<file path="src/rtl/irq_arbiter_if.sv">
// Peripheral bus port between the core and its memory-mapped blocks.
// Single-cycle access: a slave reacts in the cycle req is high.
interface arilla_bus_if;
    logic        req;
    logic        we;
    logic [31:0] addr;
    logic [31:0] wdata;
    logic [31:0] rdata;

    modport master (
        output req,
        output we,
        output addr,
        output wdata,
        input  rdata
    );

    modport slave (
        input  req,
        input  we,
        input  addr,
        input  wdata,
        output rdata
    );
endinterface

</file>
<file path="src/rtl/irq_arbiter.sv">
// Interrupt arbiter: level gateways, priority select, claim/complete.
// Register window decode lives in periph_mem_interface below.
module periph_mem_interface #(
    parameter logic [31:0] BaseAddress = 32'h0,
    parameter int unsigned SizeWords   = 16
) (
    arilla_bus_if.slave                 bus,
    input  logic [SizeWords-1:0][31:0] data_periph_in,
    output logic [SizeWords-1:0]       wr_strobe,
    output logic [31:0]                data_periph_out,
    output logic                       hit
);
    localparam int unsigned AW = $clog2(SizeWords);

    logic [31:0]   offset;
    logic [AW-1:0] widx;

    // Addresses below the base wrap to a huge offset and miss.
    assign offset          = bus.addr - BaseAddress;
    assign widx            = offset[AW+1:2];
    assign hit             = offset < 32'(SizeWords * 4);
    assign data_periph_out = bus.wdata;
    assign bus.rdata       = hit ? data_periph_in[widx] : '0;

    // One-hot write strobe for the addressed word.
    always_comb begin
        wr_strobe = '0;
        for (int w = 0; w < int'(SizeWords); w++) begin
            wr_strobe[w] = bus.req && bus.we && hit && (widx == AW'(w));
        end
    end
endmodule

module irq_arbiter #(
    parameter logic [31:0] BaseAddress = 32'h0,
    parameter int unsigned NumSources  = 8
) (
    input  logic                  clk,
    input  logic                  rst_n,
    input  logic [NumSources-1:0] src,
    output logic                  irq,
    arilla_bus_if.slave           bus_interface,
    output logic                  hit
);
    localparam int N = int'(NumSources);

    localparam int OFF_ENABLE = 1;
    localparam int OFF_THRESH = 2;
    localparam int OFF_CLAIM  = 3;
    localparam int OFF_COMPL  = 4;
    localparam int OFF_PRIO   = 6;

    logic [N-1:0] pending;
    logic [N-1:0] in_service;
    logic [N-1:0] enable;
    logic [2:0]   threshold;
    logic [2:0]   prio [N];
    logic [5:0]   best_id;

    logic [N-1:0] pending_nxt;
    logic [N-1:0] in_service_nxt;
    logic [N-1:0] claim_vec;
    logic [N-1:0] comp_vec;

    logic         cand_found;
    logic [2:0]   cand_prio;
    logic [5:0]   cand_id;

    logic [15:0][31:0] rd_words;
    logic [15:0]       wr_strobe;
    logic [31:0]       wdata;
    logic [5:0]        wr_id;
    logic              unused_wdata;

    periph_mem_interface #(
        .BaseAddress (BaseAddress),
        .SizeWords   (16)
    ) u_mem (
        .bus             (bus_interface),
        .data_periph_in  (rd_words),
        .wr_strobe       (wr_strobe),
        .data_periph_out (wdata),
        .hit             (hit)
    );

    assign wr_id        = wdata[5:0];
    assign unused_wdata = ^wdata;

    // Claim/complete only act on a valid ID in the right state.
    always_comb begin
        claim_vec = '0;
        comp_vec  = '0;
        for (int i = 0; i < N; i++) begin
            claim_vec[i] = wr_strobe[OFF_CLAIM] && (wr_id == 6'(i + 1))
                           && pending[i];
            comp_vec[i]  = wr_strobe[OFF_COMPL] && (wr_id == 6'(i + 1))
                           && in_service[i];
        end
    end

    // Gateway: latch a level once, hold off while in service.
    always_comb begin
        pending_nxt    = pending;
        in_service_nxt = (in_service | claim_vec) & ~comp_vec;
        for (int i = 0; i < N; i++) begin
            if (claim_vec[i]) begin
                pending_nxt[i] = 1'b0;
            end else if (src[i] && !in_service[i]) begin
                pending_nxt[i] = 1'b1;
            end
        end
    end

    // Highest priority wins; strict compare keeps the lowest ID on ties.
    always_comb begin
        cand_found = 1'b0;
        cand_prio  = '0;
        cand_id    = '0;
        for (int i = 0; i < N; i++) begin
            if (pending[i] && enable[i] && (prio[i] > cand_prio)) begin
                cand_found = 1'b1;
                cand_prio  = prio[i];
                cand_id    = 6'(i + 1);
            end
        end
    end

    // Register map read view; absent fields stay zero.
    always_comb begin
        rd_words            = '0;
        rd_words[0]         = 32'(pending);
        rd_words[OFF_ENABLE] = 32'(enable);
        rd_words[OFF_THRESH] = 32'(threshold);
        rd_words[OFF_CLAIM]  = 32'(best_id);
        rd_words[5]         = 32'(in_service);
        for (int k = 0; k < N; k++) begin
            rd_words[OFF_PRIO + k / 8][4 * (k % 8) +: 3] = prio[k];
        end
    end

    // Arbiter state, config registers and the registered outputs.
    always_ff @(posedge clk) begin
        if (!rst_n) begin
            pending    <= '0;
            in_service <= '0;
            enable     <= '0;
            threshold  <= '0;
            best_id    <= '0;
            irq        <= 1'b0;
            for (int k = 0; k < N; k++) begin
                prio[k] <= '0;
            end
        end else begin
            pending    <= pending_nxt;
            in_service <= in_service_nxt;
            best_id    <= cand_id;
            irq        <= cand_found && (cand_prio > threshold);
            if (wr_strobe[OFF_ENABLE]) begin
                enable <= wdata[N-1:0];
            end
            if (wr_strobe[OFF_THRESH]) begin
                threshold <= wdata[2:0];
            end
            for (int k = 0; k < N; k++) begin
                if (wr_strobe[OFF_PRIO + k / 8]) begin
                    prio[k] <= wdata[4 * (k % 8) +: 3];
                end
            end
        end
    end
endmodule

</file>
<file path="src/flat_wrapper.sv">
// flat-port wrapper written by rule: the top's interface ports become plain ports
module irq_arbiter_flat 
#(
    parameter logic [31:0] BaseAddress = 32'h0,
    parameter int unsigned NumSources  = 8
)
  (clk, rst_n, src, irq, hit, bus_interface_req, bus_interface_we, bus_interface_addr, bus_interface_wdata, bus_interface_rdata);
  arilla_bus_if bus_interface_i ();
  input  logic clk;
  input  logic rst_n;
  input  logic [NumSources-1:0] src;
  output logic irq;
  output logic hit;
  input wire logic [$bits(bus_interface_i.req)-1:0] bus_interface_req;
  input wire logic [$bits(bus_interface_i.we)-1:0] bus_interface_we;
  input wire logic [$bits(bus_interface_i.addr)-1:0] bus_interface_addr;
  input wire logic [$bits(bus_interface_i.wdata)-1:0] bus_interface_wdata;
  output wire logic [$bits(bus_interface_i.rdata)-1:0] bus_interface_rdata;
  assign bus_interface_i.req = bus_interface_req;
  assign bus_interface_i.we = bus_interface_we;
  assign bus_interface_i.addr = bus_interface_addr;
  assign bus_interface_i.wdata = bus_interface_wdata;
  assign bus_interface_rdata = bus_interface_i.rdata;
  irq_arbiter #(.BaseAddress(BaseAddress), .NumSources(NumSources)) u_core (.clk(clk), .rst_n(rst_n), .src(src), .irq(irq), .bus_interface(bus_interface_i), .hit(hit));
endmodule
</file>
<file path="config.mk">
export PLATFORM = sky130hd
export DESIGN_NAME = irq_arbiter_flat
export DESIGN_NICKNAME = d
export VERILOG_FILES = /design/src/rtl/irq_arbiter_if.sv /design/src/rtl/irq_arbiter.sv /design/src/flat_wrapper.sv
export SDC_FILE = /design/constraint.sdc
export NUM_CORES = 1
export LEC_CHECK = 0
export CAP_MARGIN = 30
export CELL_PAD_IN_SITES_DETAIL_PLACEMENT = 0
export CELL_PAD_IN_SITES_GLOBAL_PLACEMENT = 1
export CORE_MARGIN = 2
export CORE_UTILIZATION = 36
export DETAILED_ROUTE_END_ITERATION = 8
export MAX_ROUTING_LAYER = met4
export PLACE_DENSITY_LB_ADDON = 0.15
export SLEW_MARGIN = 40
export SYNTH_ARGS = -nofsm -noshare
export SYNTH_HDL_FRONTEND = slang
export SYNTH_SLANG_ARGS = --single-unit
</file>
<file path="constraint.sdc">
create_clock -name clk -period 12.6 [get_ports clk]
set_input_delay 2.52 -clock clk [delete_from_list [all_inputs] [get_ports clk]]
set_output_delay 2.52 -clock clk [all_outputs]
set_load 0.02 [all_outputs]
</file>
# Word level (Yosys, flattened, before mapping)
# Memory sizes are Yosys's and may differ from the RTL's.
# Cells that the tools add are included.
# Widths: inputs -> output; s select.
# op_classes
add_sub_neg	0
multipliers	0
n_div	0
order_cmp	11
eq_ne	13
shift	0
mux	39
bitwise_logic	12
n_reduce_logical	82
# op_table
cell	count
$bmux 32 s4	1
$logic_and 1x1->1	64
$mux 32	2
$mux 3	20
$lt 32x7->1 const B	1
$eq 6x3->1 const B	4
$gt 3x3->1	8
$reduce_or 2->1	9
$mux 1	13
$eq 6x2->1 const B	2
$and 8x8->8	1
$eq 4x2->1 const B	2
$eq 4x3->1 const B	2
$logic_not 1->1	8
$not 8->8	1
$or 1x1->1	8
$or 8x8->8	1
$reduce_or 8->1	1
$eq 6x1->1 const B	1
$eq 6x4->1 const B	1
$lt 4x5->1 const B	1
$eq 4x1->1 const B	1
$mux 2	2
$mux 4	1
other kinds (2)	2
# totals
regBits	34
latchBits	0
ramBits	24
mem_bits_ro	0
input_bits	76
output_inout_bits	34
word_cells	173
memories	1
# memory_table
memory	words	word_bits	rd	rd_clocked_by_memory_dff	wr	line_no	text
u_core.prio	8	3	8	0	8	irq_arbiter.sv:57	logic [2:0] prio [N];

# Depth between registers and ports, before layout
# Gate-level depths: netlist of run 1.
# An unclocked memory read counts as a cell.
# logic_depth
depth_word	27
ltp_mapped	59
ltp_nobuf	59

# Cells and area by module
# Synthesis of run 1 repeated with hierarchy kept, for this count alone.
# hier_totals
hier_cells	826
area_unflattened_um2	7732.4
# by_module_without_submodules
mod	instances	cells_per_inst	area_each_um2	seq_area_each_um2
periph_mem_interface	1	486	4581.9	0.0
irq_arbiter	1	340	3150.5	1361.3

# Least setup slack after synthesis of run 1
# OpenSTA, ideal clock, no wires.
# synth_timing
path_kind	flip-flop to flip-flop
startpoint	register u_core.pending[0]
endpoint	register u_core.irq
setup_time_ns	0.059
arrival_time_ns	9.586
required_ns	12.541
setup_slack_ns	2.955
path_stages_with_launch	58
path_buffers	0
period_less_slack_ns	9.645
path_cell_list	dfxtp_1 -> and3_1 -> inv_2 -> ha_1 -> nor2b_4 -> o311ai_4 -> nor2_1 -> o21a_1 -> ha_1 -> o21ai_1 -> o2111ai_1 -> nand2_1 -> nor2_1 -> nor2_1 -> a21oi_1 -> ha_1 -> nor2_1 -> nand2_1 -> [... 22 more ...] -> nor2b_1 -> o21ai_0 -> nand2b_1 -> and4_1 -> o31a_1 -> ha_1 -> nor2b_1 -> o21a_1 -> o2111ai_1 -> nor2_1 -> a31oi_1 -> o21ai_1 -> ha_1 -> inv_1 -> a21o_1 -> a21oi_1 -> a311oi_1 -> o31a_1
# synth_via
elab_chain_cells	26
word_cells_on_any_way	34
cone_classes	order compare (8); mux (16); reduce/logical (10)
# synth_rtl
item	line_no	text
start: declaration	irq_arbiter.sv:53	logic [N-1:0] pending;
start signal: assignment	irq_arbiter.sv:154	pending <= pending_nxt;
$logic_and 1x1->1 * (2 in a row)	irq_arbiter.sv:120	if (pending[i] && enable[i] && (prio[i] > cand_prio)) begin
$mux 3	irq_arbiter.sv:120	
$gt 3x3->1	irq_arbiter.sv:120	
$logic_and 1x1->1	irq_arbiter.sv:120	
$mux 3	irq_arbiter.sv:120	
$gt 3x3->1	irq_arbiter.sv:120	
$logic_and 1x1->1	irq_arbiter.sv:120	
$mux 3	irq_arbiter.sv:120	
[... 9 more ...]	n/a	
$gt 3x3->1	irq_arbiter.sv:120	
$logic_and 1x1->1	irq_arbiter.sv:120	
$mux 3	irq_arbiter.sv:120	
$gt 3x3->1	irq_arbiter.sv:120	
$logic_and 1x1->1	irq_arbiter.sv:120	
$mux 3	irq_arbiter.sv:120	
$gt 3x3->1	irq_arbiter.sv:157	irq <= cand_found && (cand_prio > threshold);
$logic_and 1x1->1 *	irq_arbiter.sv:157	
end signal: assignment	irq_arbiter.sv:157	
end: declaration	irq_arbiter.sv:41	output logic irq,
# Mark *: on every way between the ends. The rest lies on a longest branch, timed or not.
# A chain may end at the register's enable or synchronous reset.

# Worst setup path in the final report of run 1
# Same ends and word-level chain as after synthesis.

==> run_results.csv, run 1 <==
group,metric,value,unit
floorplanning,rows,38,
placement,portBuffers,95,
routing,initialDrtViolationCount,149,
setup_path,timing.critical_path.max_delay_family,"compound AO/OA/AOI/OAI gates",
setup_path,critPathMaxStageDelay,0.50,ns
floorplanning,fp.dieArea,12000,um^2
sta,fin_crit,11.35,ns
clock_tree,ctsHoldBuffers,0,
floorplanning,initial_core_utilization,37.0,%
sta,fin_worst_skew,0.00824,ns
setup_path,worst_case_register_to_register_setup_slack,1.25,ns
setup_path,crit_path_top_delay_cell,"dfxtp_1",
floorplanning,die_height,110,um
sta,hold-worst-slack,0.514,ns
clock_tree,inserted_clock_buffers,5,
setup_path,cp.arrival,11.61,ns
sta,fmax,88.1,MHz
logic_synthesis,ys.flop_type,"dfxtp_1",
logic_synthesis,synth-seq-cells,56,
logic_synthesis,yosysTopAreaCell,"edfxtp_1",
placement,replace_congestion,0.911,
routing,drt-pass1-iter-count,5,
routing,antenna_violating_nets_post_route,0,
setup_path,worst-path-max-fanout,9,
clock_tree,insertion_delay,0.32,ns
logic_synthesis,asyncSetResetFlopFracSynth,0,%
sta,fraction_of_the_cycle_the_final_worst_path_needs,90.1,%
global_route,grt_first_pass_wirelength,17.6,mm
logic_synthesis,area_contributors_post_synth,"edfxtp_1, dfxtp_1, and2_1, nor2_1, ha_1",
global_route,grt.total_usage,19.6,%
layout,fillCellCount,1083,
routing,detail_route.drc_violations,0,
layout,multiInputGateArea,2510,um^2
routing,dr_total_vias,3815,
layout,antenna-diode-count,0,
logic_synthesis,yosysMostFrequentCell,"nor2_1",
setup_path,critPathRequiredTime,12.86,ns
logic_synthesis,synth_sequential_area_ratio,34.0,%
floorplanning,core_area,10800,um^2
global_route,grt_use_met1,26.6,%
sta,timing.final.hold_violations,0,
routing,postRouteWirelength,11.4,mm
logic_synthesis,post_synth_inst_count,461,
placement,place_inst,681,
logic_synthesis,number_of_synthesized_flops_with_an_enable_pin,24,
min_path,worstHoldPathType,"flop to flop",
layout,layout.cells.non_filler,689,
setup_path,worst_setup_path_end_kind,"flop",
logic_synthesis,yosys_cell_types,80,
sta,fin_tns_setup,0,ns
clock_tree,clk_path_buf_depth,2,
clock_tree,post_cts.repair.setup_buffers,0,
clock_tree,clock_tree_from_tritoncts,"done",
layout,area_growth,28.7,%
sta,rsz0062_at_grt,"false",
clock_tree,cts.root.buffer_cell,"clkbuf_8",
global_route,grt_pass1_vias,3560,
placement,pre_cts_slack,1.06,ns
sta,timing.final.setup_violations,0,
layout,final_layout_size_suffix_gt1_share,7.29,%
global_route,maximum_number_of_pins_on_one_net_before_global_route_repair,31,
logic_synthesis,synth.cells.most_frequent,"nor2_1, and2_1, dfxtp_1",
global_route,globalRouteMet2Util,31.8,%
sta,final_count_of_pins_violating_max_slew,0,
run,timing.max_cap.violations,0,
setup_path,worstSetupPathType,"flop to flop",
global_route,gr-total-overflow,0,
setup_path,cp_launch_type,"flop",
floorplanning,io_pins,110,
routing,wire_per_inst,16.5,um
run_status,run_status,"finished, final reports clean",
setup_path,timing.critical_path.buf_inv,2,
logic_synthesis,synth_top_cell_area_share,18.0,%
clock_tree,cts.sink_count,56,
global_route,groute.layer.met3.usage,2.43,%
layout,finish.net_count,641,
floorplanning,die_w,110,um
pwr,cell_pwr_density,70.5,nW/um^2
clock_tree,worst_setup_hold_path_clk_slew,0.11,ns
sta,fin_ws,1.25,ns
clock_tree,post_cts_resized,0,
logic_synthesis,avgSynthCellArea,8.69,um^2
sta,headroom_to_the_max_slew_limit,51.8,%
global_route,antenna_found_initial,0,
global_route,grt-busiest-layer,"met2",
layout,register_area,1360,um^2
logic_synthesis,mappedNetlistArea,4010,um^2
placement,dp_wirelength,9.05,mm
logic_synthesis,yosysWarnings,0,
routing,routed_via_density,5.54,
sta,timing_worst_slew_pin_value,0.722,ns
clock_tree,ctsHtreeMaxLevel,2,
pwr,ir_drop,0.0360,mV
pwr,static-leakage-power,1.90,nW
per-stage QoR:
stage	power (mW)	utilization [%]	area [um^2]
2_1_floorplan	0.233	-	4030
3_3_place_gp	0.263	46.6	5050
3_5_place_dp	0.264	46.7	5060
4_1_cts	0.368	47.5	5150
5_1_grt	0.383	47.6	5160
6_report	0.364	47.6	5160
per-layer routing:
metal,share of wire (%),up-vias
met5,0,-
met4,0.55,0
met3,5.9,6
met2,46,118
met1,47,1799
li1,-,1892
sequential cells by signal (all words and copies together) (netlist names):
| register | count |
|---|---|
| u_core.in_service | 8 |
| u_core.irq | 1 |
| u_core.threshold | 3 |
| u_core.best_id | 4 |
| u_core.prio | 24 |
| u_core.pending | 8 |
| u_core.enable | 8 |
worst register-to-register path, delay by kind of cell (launching register included):
family | cells | cell delay, ns
fa+ha+maj | 8 | 2.07
compound gates | 23 | 4.66
simple gates | 23 | 3.59
mux | 1 | 0.33
buf+inv | 2 | 0.12
flops | 1 | 0.50
area by class of cell:
class / count / share of cell area, %
Timing Repair Buffer: 95 / 18.4
Multi-Input combinational cell: 371 / 48.6
Sequential cell: 56 / 26.4
Clock inverter: 3 / 0.437
Clock buffer: 5 / 1.33
Inverter: 19 / 1.38
Tap cell: 140 / 3.40
layout by cell type, fill, tap and decap left out, types with 3 or more instances in the layout:
cell type | netlist | final
a21oi_1 | 10 | 10
nor4_1 | 8 | 8
edfxtp_1 | 24 | 24
clkdlybuf4s50_1 | 0 | 95
nand3_1 | 12 | 12
ha_1 | 17 | 17
a22oi_1 | 13 | 13
nor2b_1 | 5 | 4
nor3_1 | 14 | 14
nor2_1 | 61 | 60
o31ai_1 | 3 | 3
inv_1 | 18 | 17
a221oi_1 | 5 | 5
nand4_1 | 6 | 6
nand2_1 | 28 | 27
mux2i_1 | 12 | 12
dfxtp_1 | 32 | 32
nor2_2 | 2 | 3
a31oi_1 | 13 | 13
o21ai_1 | 4 | 4
o21ai_0 | 11 | 11
mux2_2 | 4 | 4
and3_1 | 13 | 13
conb_1 | 1 | 6
and2_1 | 48 | 48
clkbuf_8 | 0 | 5
o221ai_1 | 3 | 3
a311oi_1 | 5 | 5
o21a_1 | 6 | 6
power by group:
group	total, mW	switching, mW	internal (mW)
logic	0.0540	0.0246	0.0294
registers	0.206	0.00970	0.196
clock network	0.104	0.0641	0.0401
kinds of logic after synthesis:
group                    synth area share [%]
XOR/XNOR                                0.625
AO/OA/AOI/OAI                            20.9
AND/OR/NAND/NOR                          29.0
multiplexers                             5.90
buffers and inverters                    4.28
flip-flops                               34.0
adder cells (fa/ha/maj)                  5.31
other                                  0.0936
final timing paths:
kind | start | depth (start not counted) | end
hold / removal | u_core.in_service[3] | 1 | u_core.in_service[3]
hold reg to reg | u_core.in_service[3] | 1 | u_core.in_service[3]
setup reg to reg | u_core.pending[0] | 57 | u_core.irq
setup / recovery | u_core.pending[0] | 57 | u_core.irq
Note: power is estimated with default switching activity, not from simulation.
==> run 2, diff against run 1 <==
--- a/config.mk
+++ b/config.mk
@@ -9,11 +9,12 @@
 export CELL_PAD_IN_SITES_DETAIL_PLACEMENT = 0
 export CELL_PAD_IN_SITES_GLOBAL_PLACEMENT = 1
 export CORE_MARGIN = 2
-export CORE_UTILIZATION = 36
+export CORE_UTILIZATION = 44
 export DETAILED_ROUTE_END_ITERATION = 8
 export MAX_ROUTING_LAYER = met4
 export PLACE_DENSITY_LB_ADDON = 0.15
 export SLEW_MARGIN = 40
 export SYNTH_ARGS = -nofsm -noshare
 export SYNTH_HDL_FRONTEND = slang
+export SYNTH_HIERARCHICAL = 1
 export SYNTH_SLANG_ARGS = --single-unit
==> run 2 against run 1 <==
Die area up 53%; routed wire length up 73%; final cell count is 120% higher; core utilization grew 13 points; non-clock buffer count is 18 higher; largest power group unchanged; highest routed layer unchanged; clock skew is essentially flat.
==> run_results.csv, run 2 <==
group,metric,value,unit
setup_path,cp_launch_type,"flop",
sta,headroom_to_the_max_slew_limit,47.5,%
floorplanning,die_height,135,um
clock_tree,post_cts_resized,0,
routing,detail_route.drc_violations,0,
clock_tree,cts.sink_count,56,
layout,antenna-diode-count,0,
layout,area_growth,36.4,%
global_route,grt_pass1_vias,6376,
run_status,run_status,"finished, final reports clean",
global_route,grt.total_usage,22.4,%
global_route,gr-total-overflow,0,
clock_tree,ctsHoldBuffers,0,
routing,drt-pass1-iter-count,6,
floorplanning,initial_core_utilization,44.4,%
placement,portBuffers,101,
sta,timing.final.hold_violations,0,
logic_synthesis,yosysWarnings,6,
clock_tree,insertion_delay,0.30,ns
clock_tree,cts.root.buffer_cell,"clkbuf_16",
setup_path,cp.arrival,11.19,ns
min_path,worstHoldPathType,"flop to flop",
global_route,grt_first_pass_wirelength,31.8,mm
logic_synthesis,post_synth_inst_count,808,
layout,mostFrequentLayoutCells,"conb_1, mux2i_1, clkdlybuf4s50_1",
sta,timing.final.setup_violations,0,
setup_path,critPathRequiredTime,12.79,ns
pwr,static-leakage-power,4.65,nW
sta,rsz0062_at_grt,"false",
clock_tree,post_cts.repair.setup_buffers,0,
global_route,maximum_number_of_pins_on_one_net_before_global_route_repair,76,
setup_path,worst_setup_path_end_kind,"flop",
setup_path,cp_common_cell,"ha_1",
sta,final_count_of_pins_violating_max_slew,0,
logic_synthesis,mappedNetlistArea,7600,um^2
global_route,antenna_found_initial,0,
routing,initialDrtViolationCount,331,
layout,fillCellCount,1677,
sta,fmax,90.9,MHz
routing,wire_per_inst,12.9,um
layout,largest_register_ff_count,24,
layout,final_layout_size_suffix_gt1_share,9.75,%
floorplanning,die_w,135,um
sta,fraction_of_the_cycle_the_final_worst_path_needs,87.3,%
setup_path,worst-path-max-fanout,10,
clock_tree,clock_tree_from_tritoncts,"done",
routing,dr_total_vias,7079,
placement,place_area,10200,um^2
run,timing.max_cap.violations,0,
sta,fin_worst_skew,0.00777,ns
setup_path,crit_path_top_delay_cell,"o2111ai_1",
clock_tree,clk_path_buf_depth,2,
clock_tree,ctsHtreeMaxLevel,2,
layout,top_register,"u_core/prio",
setup_path,worstSetupPathType,"flop to flop",
placement,replace_congestion,0.903,
setup_path,critPathMaxStageDelay,0.64,ns
sta,fin_tns_setup,0,ns
floorplanning,core_area,17100,um^2
placement,dp_wirelength,15.1,mm
pwr,cell_pwr_density,51.1,nW/um^2
logic_synthesis,avgSynthCellArea,9.41,um^2
pwr,power.total,0.530,mW
pwr,ir_drop,0.0988,mV
sta,timing_worst_slew_pin_value,0.786,ns
layout,finish.net_count,1384,
floorplanning,fp.dieArea,18300,um^2
routing,postRouteWirelength,19.6,mm
floorplanning,io_pins,110,
routing,antenna_violating_nets_post_route,0,
layout,final_design_area_no_fill,10400,um^2
floorplanning,rows,48,
sta,fin_crit,11.00,ns
routing,routed_via_density,4.67,
clock_tree,inserted_clock_buffers,5,
layout,final_common_cell,"conb_1",
clock_tree,worst_setup_hold_path_clk_slew,0.07,ns
run 2: path summary, 6_finish.rpt:
kind / slack [ns] / cells after the start / start / to
worst max-delay path: 1.60 / 45 / u_core/pending[0] / u_core/irq
worst min-delay path: 0.51 / 2 / u_core/in_service[5] / u_core/in_service[5]
worst max register to register: 1.60 / 45 / u_core/pending[0] / u_core/irq
worst min register to register: 0.51 / 2 / u_core/in_service[5] / u_core/in_service[5]
run 2: metal layers:
| layer | vias to the layer above | global-route usage (%) | wire, um |
|---|---|---|---|
| met1 | 3288 | 29.1 | 9020 |
| met5 | - | - | 0 |
| met4 | 0 | 3.47 | 174 |
| met3 | 11 | 1.20 | 509 |
| met2 | 106 | 39.6 | 9910 |
| li1 | 3674 | - | - |
run 2: cell type report:
class | instances | area, um^2 | share of cell area, %
Clock buffer | 7 | 143 | 1.38
Tap cell | 225 | 282 | 2.71
Clock inverter | 1 | 6.26 | 0.0603
Timing Repair Buffer | 113 | 1100 | 10.6
Inverter | 19 | 71.3 | 0.688
Sequential cell | 56 | 1360 | 13.1
Multi-Input combinational cell | 1096 | 7410 | 71.4
run 2: per-stage QoR:
stage                     std cells  hold slack [ns]  util, %  setup slack [ns]
after floorplan                1264            0.467        -              3.25
after global placement         1509            0.484     59.7              1.84
after detailed placement       1509            0.502     59.8              1.73
after CTS                      1517            0.511     60.6              1.68
after global routing           1517            0.536     60.6             0.685
final                          1517            0.513     60.6              1.60
run 2: power breakdown:
| group | total [mW] | internal (mW) | switching (mW) |
|---|---|---|---|
| registers | 0.208 | 0.196 | 0.0115 |
| clock network | 0.141 | 0.0794 | 0.0616 |
| logic | 0.182 | 0.0927 | 0.0889 |
run 2: critical path: cells and delay by family, from the launching register on:
kind	cells	cell delay [ns]
compound gates	17	4.18
simple gates	15	2.72
fa+ha+maj	8	2.14
mux	4	1.29
flops	1	0.50
buf+inv	1	0.06
==> run 3, diff against run 2 <==
--- a/config.mk
+++ b/config.mk
@@ -9,8 +9,9 @@
 export CELL_PAD_IN_SITES_DETAIL_PLACEMENT = 0
 export CELL_PAD_IN_SITES_GLOBAL_PLACEMENT = 1
 export CORE_MARGIN = 2
-export CORE_UTILIZATION = 44
+export CORE_UTILIZATION = 46
 export DETAILED_ROUTE_END_ITERATION = 8
+export DONT_BUFFER_PORTS = 1
 export MAX_ROUTING_LAYER = met4
 export PLACE_DENSITY_LB_ADDON = 0.15
 export SLEW_MARGIN = 40
==> run 3 against run 2 <==
Sequential share of layout area increased by 1.4 points; via count decreased by 4.4%; routed wire length is 2.8% lower; final cell count decreased by 7.4%; clock skew rose by 0.00080 ns; hold slack worse by 0.015 ns; setup slack improved by 0.012 ns; critical path type unchanged.
==> run_results.csv, run 3 (synthesis results as in run 2) <==
group,metric,value,unit
run_status,run_status,"finished, final reports clean",
sta,fin_crit,10.99,ns
pwr,share_seq_of_total_power,41.9,%
placement,dp_wirelength,14.2,mm
clock_tree,clk_path_buf_depth,2,
floorplanning,fp.dieArea,17600,um^2
sta,hold-worst-slack,0.498,ns
routing,wire_per_inst,13.6,um
pwr,pwr-share-comb,27.9,%
clock_tree,insertion_delay,0.30,ns
run,timing.max_cap.violations,0,
routing,detail_route.drc_violations,0,
sta,fin_worst_skew,0.00857,ns
pwr,power_report.internal_total,0.356,mW
pwr,power_switching_share,28.1,%
layout,area_growth,23.0,%
sta,timing.final.setup_violations,0,
sta,rsz0062_at_grt,"false",
setup_path,worstSetupPathType,"flop to flop",
sta,fin_tns_setup,0,ns
setup_path,critPathRequiredTime,12.80,ns
global_route,grt.total_usage,22.4,%
sta,timing_worst_slew_pin_value,0.735,ns
setup_path,cp.arrival,11.19,ns
layout,finish.net_count,1281,
layout,final_common_cell,"conb_1",
pwr,share_clk_of_total_power,30.3,%
routing,routed_via_density,4.82,
clock_tree,ctsHoldBuffers,0,
floorplanning,die_height,133,um
sta,headroom_to_the_max_slew_limit,50.9,%
sta,timing.final.hold_violations,0,
layout,largest_register_ff_count,24,
setup_path,cp_launch_type,"flop",
min_path,worstHoldPathType,"flop to flop",
routing,drt-pass1-iter-count,4,
routing,postRouteWirelength,19.1,mm
floorplanning,io_pins,110,
routing,dr_total_vias,6766,
sta,fraction_of_the_cycle_the_final_worst_path_needs,87.2,%
floorplanning,rows,46,
pwr,static-leakage-power,4.26,nW
pwr,cell_pwr_density,53.0,nW/um^2
clock_tree,ctsHtreeMaxLevel,2,
setup_path,worst-path-max-fanout,10,
placement,replace_congestion,0.878,
global_route,grt_first_pass_wirelength,31.1,mm
routing,initialDrtViolationCount,390,
setup_path,cp_common_cell,"ha_1",
placement,portBuffers,0,
sta,fmax,91.0,MHz
layout,mostFrequentLayoutCells,"conb_1, mux2i_1, nor2_1",
clock_tree,worst_setup_hold_path_clk_slew,0.07,ns
layout,final_layout_size_suffix_gt1_share,10.2,%
pwr,ir_drop,0.118,mV
clock_tree,post_cts_resized,0,
floorplanning,die_w,133,um
setup_path,worst_setup_path_end_kind,"flop",
clock_tree,inserted_clock_buffers,5,
sta,final_count_of_pins_violating_max_slew,0,
setup_path,crit_path_top_delay_cell,"o2111ai_1",
floorplanning,core_area,16000,um^2
clock_tree,cts.root.buffer_cell,"clkbuf_16",
global_route,maximum_number_of_pins_on_one_net_before_global_route_repair,196,
global_route,grt_pass1_vias,6249,
clock_tree,post_cts.repair.setup_buffers,0,
global_route,gr-total-overflow,0,
clock_tree,clock_tree_from_tritoncts,"done",
layout,top_register,"u_core/prio",
layout,antenna-diode-count,0,
pwr,netSwitchingPower,0.139,mW
clock_tree,cts.sink_count,56,
routing,antenna_violating_nets_post_route,0,
setup_path,critPathMaxStageDelay,0.60,ns
floorplanning,initial_core_utilization,47.5,%
layout,finish.utilization,58.4,%
global_route,antenna_found_initial,0,
## run 3: metal layers
metal / track usage [%] / part of all wire [%] / routed length [um] / up-vias
met5: - / 0 / 0 / -
met4: 5.14 / 1.5 / 295 / 0
met3: 1.92 / 3.5 / 667 / 16
met2: 38.6 / 49 / 9270 / 126
met1: 28.6 / 46 / 8840 / 3143
li1: - / - / - / 3481
## run 3: metrics by stage
step	instances	total power [mW]	area (um^2)	setup WS [ns]
after floorplan	1264	0.349	9310	3.25
after global placement	1397	0.344	9180	1.85
after detailed placement	1397	0.345	9180	1.69
after CTS	1405	0.494	9340	1.64
after global routing	1405	0.525	9350	0.769
final	1405	0.496	9350	1.61
## run 3: area by class of cell
cell class / instances / area [um^2]
Fill cell: 1590 / 6650
Timing Repair Buffer: 10 / 75.1
Inverter: 19 / 71.3
Multi-Input combinational cell: 1096 / 7410
Clock buffer: 6 / 150
Sequential cell: 56 / 1360
Clock inverter: 2 / 12.5
Tap cell: 216 / 270
## run 3: worst max-delay path, delay by kind of cell, from the launching register on
kind                       cells  cell delay, ns
DFF                            1            0.49
adders and majority gates      8            2.16
and+or+nand+nor               14            2.54
muxes                          4            1.27
buffers and inverters          1            0.05
AOI/OAI and AO/OA             18            4.37
## run 3: power by group through the flow
| stage | clock [mW] | sequential (mW) | combinational, mW |
|---|---|---|---|
| floorplan | 0 | 0.205 | 0.144 |
| global placement | 0 | 0.212 | 0.132 |
| detailed placement | 0 | 0.212 | 0.133 |
| CTS | 0.153 | 0.207 | 0.134 |
| global route | 0.160 | 0.208 | 0.157 |
| finish | 0.150 | 0.208 | 0.138 |
## run 3: worst paths after layout
path	from	end	slack, ns	cells past startpoint
hold reg to reg	u_core/in_service[4]	u_core/in_service[4]	0.50	2
setup reg to reg	u_core/pending[0]	u_core/irq	1.61	45
setup / recovery	u_core/pending[0]	u_core/irq	1.61	45
hold / removal	u_core/in_service[4]	u_core/in_service[4]	0.50	2
